--- config.mk ---
export PLATFORM = sky130hd
export DESIGN_NAME = class_search_ctrl
export DESIGN_NICKNAME = d
export VERILOG_FILES = /design/src/rtl/class_search_ctrl.sv
export SDC_FILE = /design/constraint.sdc
export NUM_CORES = 1
export LEC_CHECK = 0
export CELL_PAD_IN_SITES_DETAIL_PLACEMENT = 2
export CELL_PAD_IN_SITES_GLOBAL_PLACEMENT = 2
export CORE_MARGIN = 3
export CORE_UTILIZATION = 35
export CTS_BUF_LIST = sky130_fd_sc_hd__clkbuf_4 sky130_fd_sc_hd__clkbuf_8 sky130_fd_sc_hd__clkbuf_16
export DETAILED_ROUTE_END_ITERATION = 10
export DONT_BUFFER_PORTS = 1
export GPL_TIMING_DRIVEN = 0
export HOLD_SLACK_MARGIN = 0.05
export PLACE_DENSITY_LB_ADDON = 0.1
export SYNTH_ARGS = -nofsm -noshare
export SYNTH_HDL_FRONTEND = slang
export SYNTH_SLANG_ARGS = --single-unit
export TNS_END_PERCENT = 1
--- constraint.sdc ---
create_clock -name clk -period 11.3 [get_ports clk]
set_input_delay 2.26 -clock clk [delete_from_list [all_inputs] [get_ports clk]]
set_output_delay 2.26 -clock clk [all_outputs]
set_load 0.02 [all_outputs]
--- src/rtl/class_search_ctrl.sv ---
// Associative-search sequencer: walks the class hypervector ROM frame by frame,
// accumulates per-class Hamming distance against the query and reports the nearest class.
module class_search_ctrl #(
  parameter int N_CLASSES = 8,
  parameter int N_FRAMES  = 3,
  parameter int FRAME_W   = 64,
  parameter int ID_W      = 3,
  parameter int FIDX_W    = 2,
  parameter int DIST_W    = 8
) (
  input  logic               clk,
  input  logic               rst,
  input  logic               start,
  output logic               busy,
  output logic [ID_W-1:0]    frame_id,
  output logic [FIDX_W-1:0]  frame_index,
  input  logic [FRAME_W-1:0] class_vec_in,
  input  logic [FRAME_W-1:0] query_frame,
  output logic               res_valid,
  input  logic               res_ready,
  output logic [ID_W-1:0]    best_class,
  output logic [DIST_W-1:0]  best_dist
);

  typedef enum logic [1:0] {
    S_IDLE,
    S_SCAN,
    S_DRAIN,
    S_DONE
  } state_t;

  localparam logic [ID_W-1:0]   C_LAST = ID_W'(N_CLASSES - 1);
  localparam logic [FIDX_W-1:0] F_LAST = FIDX_W'(N_FRAMES - 1);

  state_t r_state;
  state_t w_next;
  logic   w_accept;

  logic [ID_W-1:0]   r_c;
  logic [FIDX_W-1:0] r_f;
  logic              w_last_f;
  logic              w_last_issue;

  logic [FRAME_W-1:0] w_diff;
  logic [DIST_W-1:0]  w_pd;

  logic              r_p_valid;
  logic              r_p_last;
  logic              r_p_first;
  logic [ID_W-1:0]   r_p_class;
  logic [DIST_W-1:0] r_pd;

  logic [DIST_W-1:0] r_acc;
  logic [DIST_W-1:0] w_sum;
  logic [ID_W-1:0]   r_best_class;
  logic [DIST_W-1:0] r_best_dist;

  assign w_last_f     = (r_f == F_LAST);
  assign w_last_issue = w_last_f && (r_c == C_LAST);

  // NOTE: state registers use non-blocking (<=) so every flop samples pre-edge values.
  always_ff @(posedge clk) begin
    if (rst) r_state <= S_IDLE;
    else     r_state <= w_next;
  end

  // NOTE: every output of this block gets a default first, so no path can infer a latch.
  always_comb begin
    w_next      = r_state;
    w_accept    = 1'b0;
    busy        = 1'b0;
    res_valid   = 1'b0;
    frame_id    = '0;
    frame_index = '0;
    case (r_state)
      S_IDLE: begin
        if (start) begin
          w_next   = S_SCAN;
          w_accept = 1'b1;
        end
      end
      S_SCAN: begin
        busy        = 1'b1;
        frame_id    = r_c;
        frame_index = r_f;
        if (w_last_issue) w_next = S_DRAIN;
      end
      S_DRAIN: begin
        busy   = 1'b1;
        w_next = S_DONE;
      end
      S_DONE: begin
        res_valid = 1'b1;
        if (res_ready) w_next = S_IDLE;
      end
      default: w_next = S_IDLE;
    endcase
  end

  // Frame index is the inner loop; counters compare against N-1 so odd counts wrap correctly.
  always_ff @(posedge clk) begin
    if (rst || r_state != S_SCAN) begin
      r_c <= '0;
      r_f <= '0;
    end else if (w_last_f) begin
      r_f <= '0;
      r_c <= r_c + 1'b1;
    end else begin
      r_f <= r_f + 1'b1;
    end
  end

  assign w_diff = query_frame ^ class_vec_in;

  always_comb begin
    w_pd = '0;
    for (int i = 0; i < FRAME_W; i++) w_pd = w_pd + DIST_W'(w_diff[i]);
  end

  always_ff @(posedge clk) begin
    if (rst) begin
      r_p_valid <= 1'b0;
      r_p_last  <= 1'b0;
      r_p_first <= 1'b0;
      r_p_class <= '0;
      r_pd      <= '0;
    end else begin
      r_p_valid <= (r_state == S_SCAN);
      r_p_last  <= w_last_f;
      r_p_first <= (r_f == '0);
      r_p_class <= r_c;
      r_pd      <= w_pd;
    end
  end

  assign w_sum = (r_p_first ? '0 : r_acc) + r_pd;

  // Strict less-than keeps the lower class index on ties.
  always_ff @(posedge clk) begin
    if (rst) begin
      r_acc        <= '0;
      r_best_class <= '0;
      r_best_dist  <= '1;
    end else if (w_accept) begin
      r_best_class <= '0;
      r_best_dist  <= '1;
    end else if (r_p_valid) begin
      if (r_p_last) begin
        if (w_sum < r_best_dist) begin
          r_best_dist  <= w_sum;
          r_best_class <= r_p_class;
        end
      end else begin
        r_acc <= w_sum;
      end
    end
  end

  assign best_class = r_best_class;
  assign best_dist  = r_best_dist;

endmodule

Word-level counts from Yosys, hierarchy flattened:

Cells that the tools add are included.

* add/sub/neg operators: 66
* magnitude comparators: 1
* equality and inequality tests: 9
* muxes and demuxes: 11
* bitwise operators: 3
* reductions and logical operators: 10

Operators with widths (number)
* 8-bit by 1-bit adder with 8-bit output: 56
* 64-bit bitwise XOR: 1
* 3-bit AND reduction: 3
* 7-bit by 1-bit adder with 8-bit output: 1
* 8-bit adder: 1
* 8-bit less-than comparator: 1
* 2-bit 2-to-1 mux: 4
* 8-bit 2-to-1 mux: 1
* 2-bit one-hot mux with 4 select lines: 1
* 6-bit by 1-bit adder with 7-bit output: 1
* 5-bit by 1-bit adder with 6-bit output: 1
* 2-bit == test (second input constant): 3
* 2-bit inequality test (second input constant): 3
* 2-bit OR reduction: 3
* 4-bit by 1-bit adder with 5-bit output: 1
* 3-bit by 1-bit adder with 4-bit output: 1
* 2-bit zero test: 2
* 1-bit 2-to-1 mux: 4
* 2-bit by 1-bit adder with 3-bit output: 1
* 3-bit by 1-bit adder with 3-bit output (second input constant): 1
* 3-bit == test (second input constant): 1
* 3-bit 2-to-1 mux: 1
* 1-bit by 1-bit adder with 2-bit output: 1
* 2-bit by 1-bit adder with 2-bit output (second input constant): 1
* other kinds (5): 6

* register bits after elaboration: 40
* input port bits: 132
* output and inout port bits: 18
* logic and storage cells: 111

Depth between registers and ports, before layout:

* word-level depth: 64
* mapped depth: 21
* mapped depth without buffers: 21

Worst setup path before layout:

No wires, ideal clock.

* kind: input -> register
* start point: in class_vec_in[17]
* end point: reg r_pd[6]
* setup time: 0.071 ns
* arrival time: 7.838 ns
* data required time: 11.229 ns
* path slack: 3.392 ns
* stages on the path: 21
* path buffers: 0
* cell sequence: xor2_1 fa_1 inv_1 fa_1 inv_1 fa_1 fa_1 fa_1 fa_1 inv_1 fa_1 fa_1 inv_1 ha_1 inv_1 fa_1 nor2b_1 o21ai_0 a21boi_0 o21bai_1 a21oi_1

* word-level cells in the longest chain between the ends: 48

RTL lines
* start, declared: line 17 `input logic [FRAME_W-1:0] class_vec_in,`
* 64-bit bitwise XOR: line 113 `assign w_diff = query_frame ^ class_vec_in;`
* 8-bit by 1-bit adder with 8-bit output (47 in a row): line 117 `for (int i = 0; i < FRAME_W; i++) w_pd = w_pd + DIST_W'(w_diff[i]);`
* end signal, assigned: line 132 `r_pd <= w_pd;`
* end, declared: line 51 `logic [DIST_W-1:0] r_pd;`

Every way passes these cells.
A chain may end at the register's enable or synchronous reset.

Worst setup path in the final report:

Ends and elaborated chain as after synthesis.

==> results by group <==
Place
  – DP Worst Slack: 2.882 ns
  – HPWL after detailed placement: 8486 um
  – Gpl congestion: 0.7519
  – Number of I/O port buffers: 0

Critical path
  – Reg-to-Reg End: best_dist[1]$_SDFFE_PP1P_
  – CP endpoint kind: register
  – CP max stage cell: fa_1
  – Reg2Reg Depth: 12
  – CP startpoint: class_vec_in[17]
  – Bufs and invs on worst path: 5
  – Worst path most repeated cell: fa_1
  – Req. time, crit path: 11.51 ns
  – FF-to-FF setup slack: 7.45 ns
  – Crit path DAT: 8.24 ns
  – Top delay family on crit path: adder cells
  – Crit path kind: in -> reg
  – Cells along the critical path: xor2_1 > fa_1 > inv_1 > fa_1 > inv_1 > fa_1 > fa_1 > fa_1 > fa_1 > inv_1 > fa_1 > fa_1 > inv_1 > ha_1 > inv_1 > fa_1 > nor2b_1 > o21ai_0 > a21boi_0 > o21bai_1 > a21oi_1
  – CP startpoint kind: primary input
  – Worst path depth: 21
  – Worst r2r src: r_p_first$_SDFF_PP0_
  – Crit-path max FO: 2
  – Worst stage delay on the critical path: 0.55 ns
  – Critical Path End: r_pd[6]$_SDFF_PP0_

Global routing
  – Largest net degree at the start of global routing: 14
  – First-pass GRT wire length: 16430 um
  – Number of global-route vias before repair: 3504
  – Total track usage: 15.32%
  – Initial antenna violation count: 0
  – Overflow after GRT: 0

Timing
  – Final setup fails: 0
  – Min Tclk post-route: 8.030 ns
  – Final TNS setup: 0 ns
  – Clock skew: 0.006874 ns
  – Worst slew margin: 49.85%
  – Fmax: 124.5 MHz
  – Final WS setup: 3.270 ns
  – Worst hold margin: 0.4380 ns
  – Fin. Hold Viols: 0
  – Max Slew Vio Count: 0
  – Crit share post-route: 71.06%
  – Worst slew pin tran: 0.7523 ns
  – RSZ-0062 raised after global routing: no

Layout
  – Layout net count: 660
  – Antenna diode count: 0
  – Layout cells sized above 1: 4.128%
  – Area Growth Syn to Fin: 7.711%
  – Fill cells: 1287

Logic synthesis
  – Ys Warns: 0
  – Post-Synth XOR/XNOR Area: 14.38%
  – Post-Synth Simple-Gate Area: 11.67%
  – Proportion of synthesized area in mux cells: 2.382%
  – Most used DFF post-synth: dfxtp_1
  – Unique cell type count in the Yosys netlist: 47
  – Compound-Gate Fraction of Synth Area: 8.247%
  – Main combinational cell family by area after synthesis: adder cells
  – Sequential fraction of the synthesis area: 18.58%
  – Ys async rst share: 0%
  – Syn avg cell area: 9.820 sq um
  – Post-synth EDFFs: 0
  – Synth Instances: 428
  – Netlist Area Pre-Place: 0.004203 sq mm
  – Register bit count reported by yosys: 39
  – Synthesized-area fraction occupied by adder cells: 37.51%
  – Synthesized Nets: 653

Die
  – I/O pin cnt: 150
  – Die ar.: 0.01336 sq mm
  – Initial Utilization: 36.34%
  – Rows: 39
  – Chip width: 115.6 um
  – CORE AREA: 0.01156 sq mm
  – Die height: 115.6 um

Min path
  – Path category of the worst min-delay check: reg -> reg
  – Hold Crit Start: r_f[0]$_SDFF_PP0_

Outcome
  – Status: finished clean

Clock tree
  – CTS Hold Bufs: 0
  – CTS tree: built
  – Total CTS buffers: 5
  – H-Tree Depth: 2
  – Skew-Pair Late Insertion Delay: 0.28 ns
  – Clock tree buffer depth: 2
  – Clock sinks: 39
  – Resize count post-CTS: 0
  – Post-CTS setup buffers: 0
  – Worst-path clk slew: 0.06 ns
  – CTS root buffer: clkbuf_16

Detailed routing
  – Router iterations before antenna repair: 4
  – Drt total wl: 9493 um
  – Final ANT Viol Nets: 0
  – WL/cell: 16.40 um
  – DRC: 0
  – Detail-routed via count per cell: 5.012
  – Vias: 2902
  – Initial DRC Count: 64

Job
  – # Max-Cap Violations: 0
-- per-stage QoR --
step	util, %	cell area [sq um]	cells
after floorplan	-	4203	428
after global placement	37.89	4382	571
after detailed placement	37.89	4382	571
after CTS	39.14	4527	579
after global routing	39.14	4527	579
final	39.14	4527	579
-- routing by layer --
metal / vias to the layer above / global-route usage (%) / wire [um]
met4: 0 / 1.878 / 34
met3: 4 / 3.342 / 450
met5: - / 0 / 0
met1: 1454 / 19.26 / 4010
met2: 67 / 27.70 / 4998
li1: 1377 / - / -
-- cell usage after synthesis, types with 2 or more instances --
master	instances	share of area (%)
nand3b_1	3	0.54
xor2_1	44	9.2
nand2_1	12	1.1
a21o_1	3	0.54
nand2b_1	2	0.30
a21oi_1	12	1.4
a31oi_1	3	0.45
o21ai_1	6	0.71
nand3_1	12	1.4
inv_1	73	6.5
nor2_1	16	1.4
nor2b_1	19	2.8
and2_1	5	0.74
o211ai_1	6	1.1
nor3_1	5	0.60
nor3b_1	4	0.71
dfxtp_1	39	19
o21ai_0	4	0.48
xnor2_1	25	5.2
a211o_1	2	0.42
clkbuf_1	4	0.36
buf_2	3	0.36
fa_1	55	26
a211oi_1	2	0.36
mux2i_1	10	2.4
ha_1	38	11
-- how the worst min path moves through the flow --
stage | cells after the start | endpoint | slack, ns
after global placement | 1 | r_f[0]$_SDFF_PP0_ | 0.43
final | 1 | r_f[0]$_SDFF_PP0_ | 0.44
after CTS | 1 | r_f[0]$_SDFF_PP0_ | 0.44
after detailed placement | 1 | r_f[0]$_SDFF_PP0_ | 0.43
after global routing | 1 | r_f[0]$_SDFF_PP0_ | 0.46
after floorplan | 1 | r_f[0]$_SDFF_PP0_ | 0.41
-- cells by family after synthesis --
kind of cell / count (synthesis)
DFF: 39
AOI/OAI and AO/OA: 49
xor gates and xnor gates: 69
and+or+nand+nor: 88
muxes: 10
adders and majority gates: 93
buffers and inverters: 80
-- registers in the layout (all words and copies together) (netlist names) --
signal / count
r_c: 3
r_pd: 7
best_class: 3
best_dist: 8
r_f: 2
r_p_valid: 1
r_p_class: 3
r_acc: 8
r_p_first: 1
r_state: 2
r_p_last: 1
-- cell usage in the layout, fill, tap and decap left out, types with 2 or more instances in the layout --
| master | synthesis | final |
|---|---|---|
| a211o_1 | 2 | 2 |
| a211oi_1 | 2 | 2 |
| a21o_1 | 3 | 3 |
| a21oi_1 | 12 | 12 |
| a31oi_1 | 3 | 3 |
| and2_1 | 5 | 5 |
| buf_2 | 3 | 3 |
| clkbuf_1 | 4 | 4 |
| clkbuf_16 | 0 | 5 |
| clkinvlp_4 | 0 | 2 |
| dfxtp_1 | 39 | 39 |
| fa_1 | 55 | 55 |
| ha_1 | 38 | 38 |
| inv_1 | 73 | 73 |
| mux2i_1 | 10 | 10 |
| nand2_1 | 12 | 12 |
| nand2b_1 | 2 | 2 |
| nand3_1 | 12 | 12 |
| nand3b_1 | 3 | 3 |
| nor2_1 | 16 | 16 |
| nor2b_1 | 19 | 19 |
| nor3_1 | 5 | 5 |
| nor3b_1 | 4 | 4 |
| o211ai_1 | 6 | 6 |
| o21ai_0 | 4 | 4 |
| o21ai_1 | 6 | 6 |
| xnor2_1 | 25 | 25 |
| xor2_1 | 44 | 44 |
-- cell type report --
type | instances | area, sq um | share of cell area [%]
buffer | 7 | 30.03 | 0.6634
multi-input combinational | 309 | 3118 | 68.88
tap | 143 | 178.9 | 3.952
clock inverter | 3 | 20.02 | 0.4422
inverter | 73 | 274.0 | 6.053
clock buffer | 5 | 125.1 | 2.764
sequential | 39 | 780.7 | 17.25
Power is not shown: default switching activity piles up to over one toggle a cycle in this logic, so the estimate is an artifact.
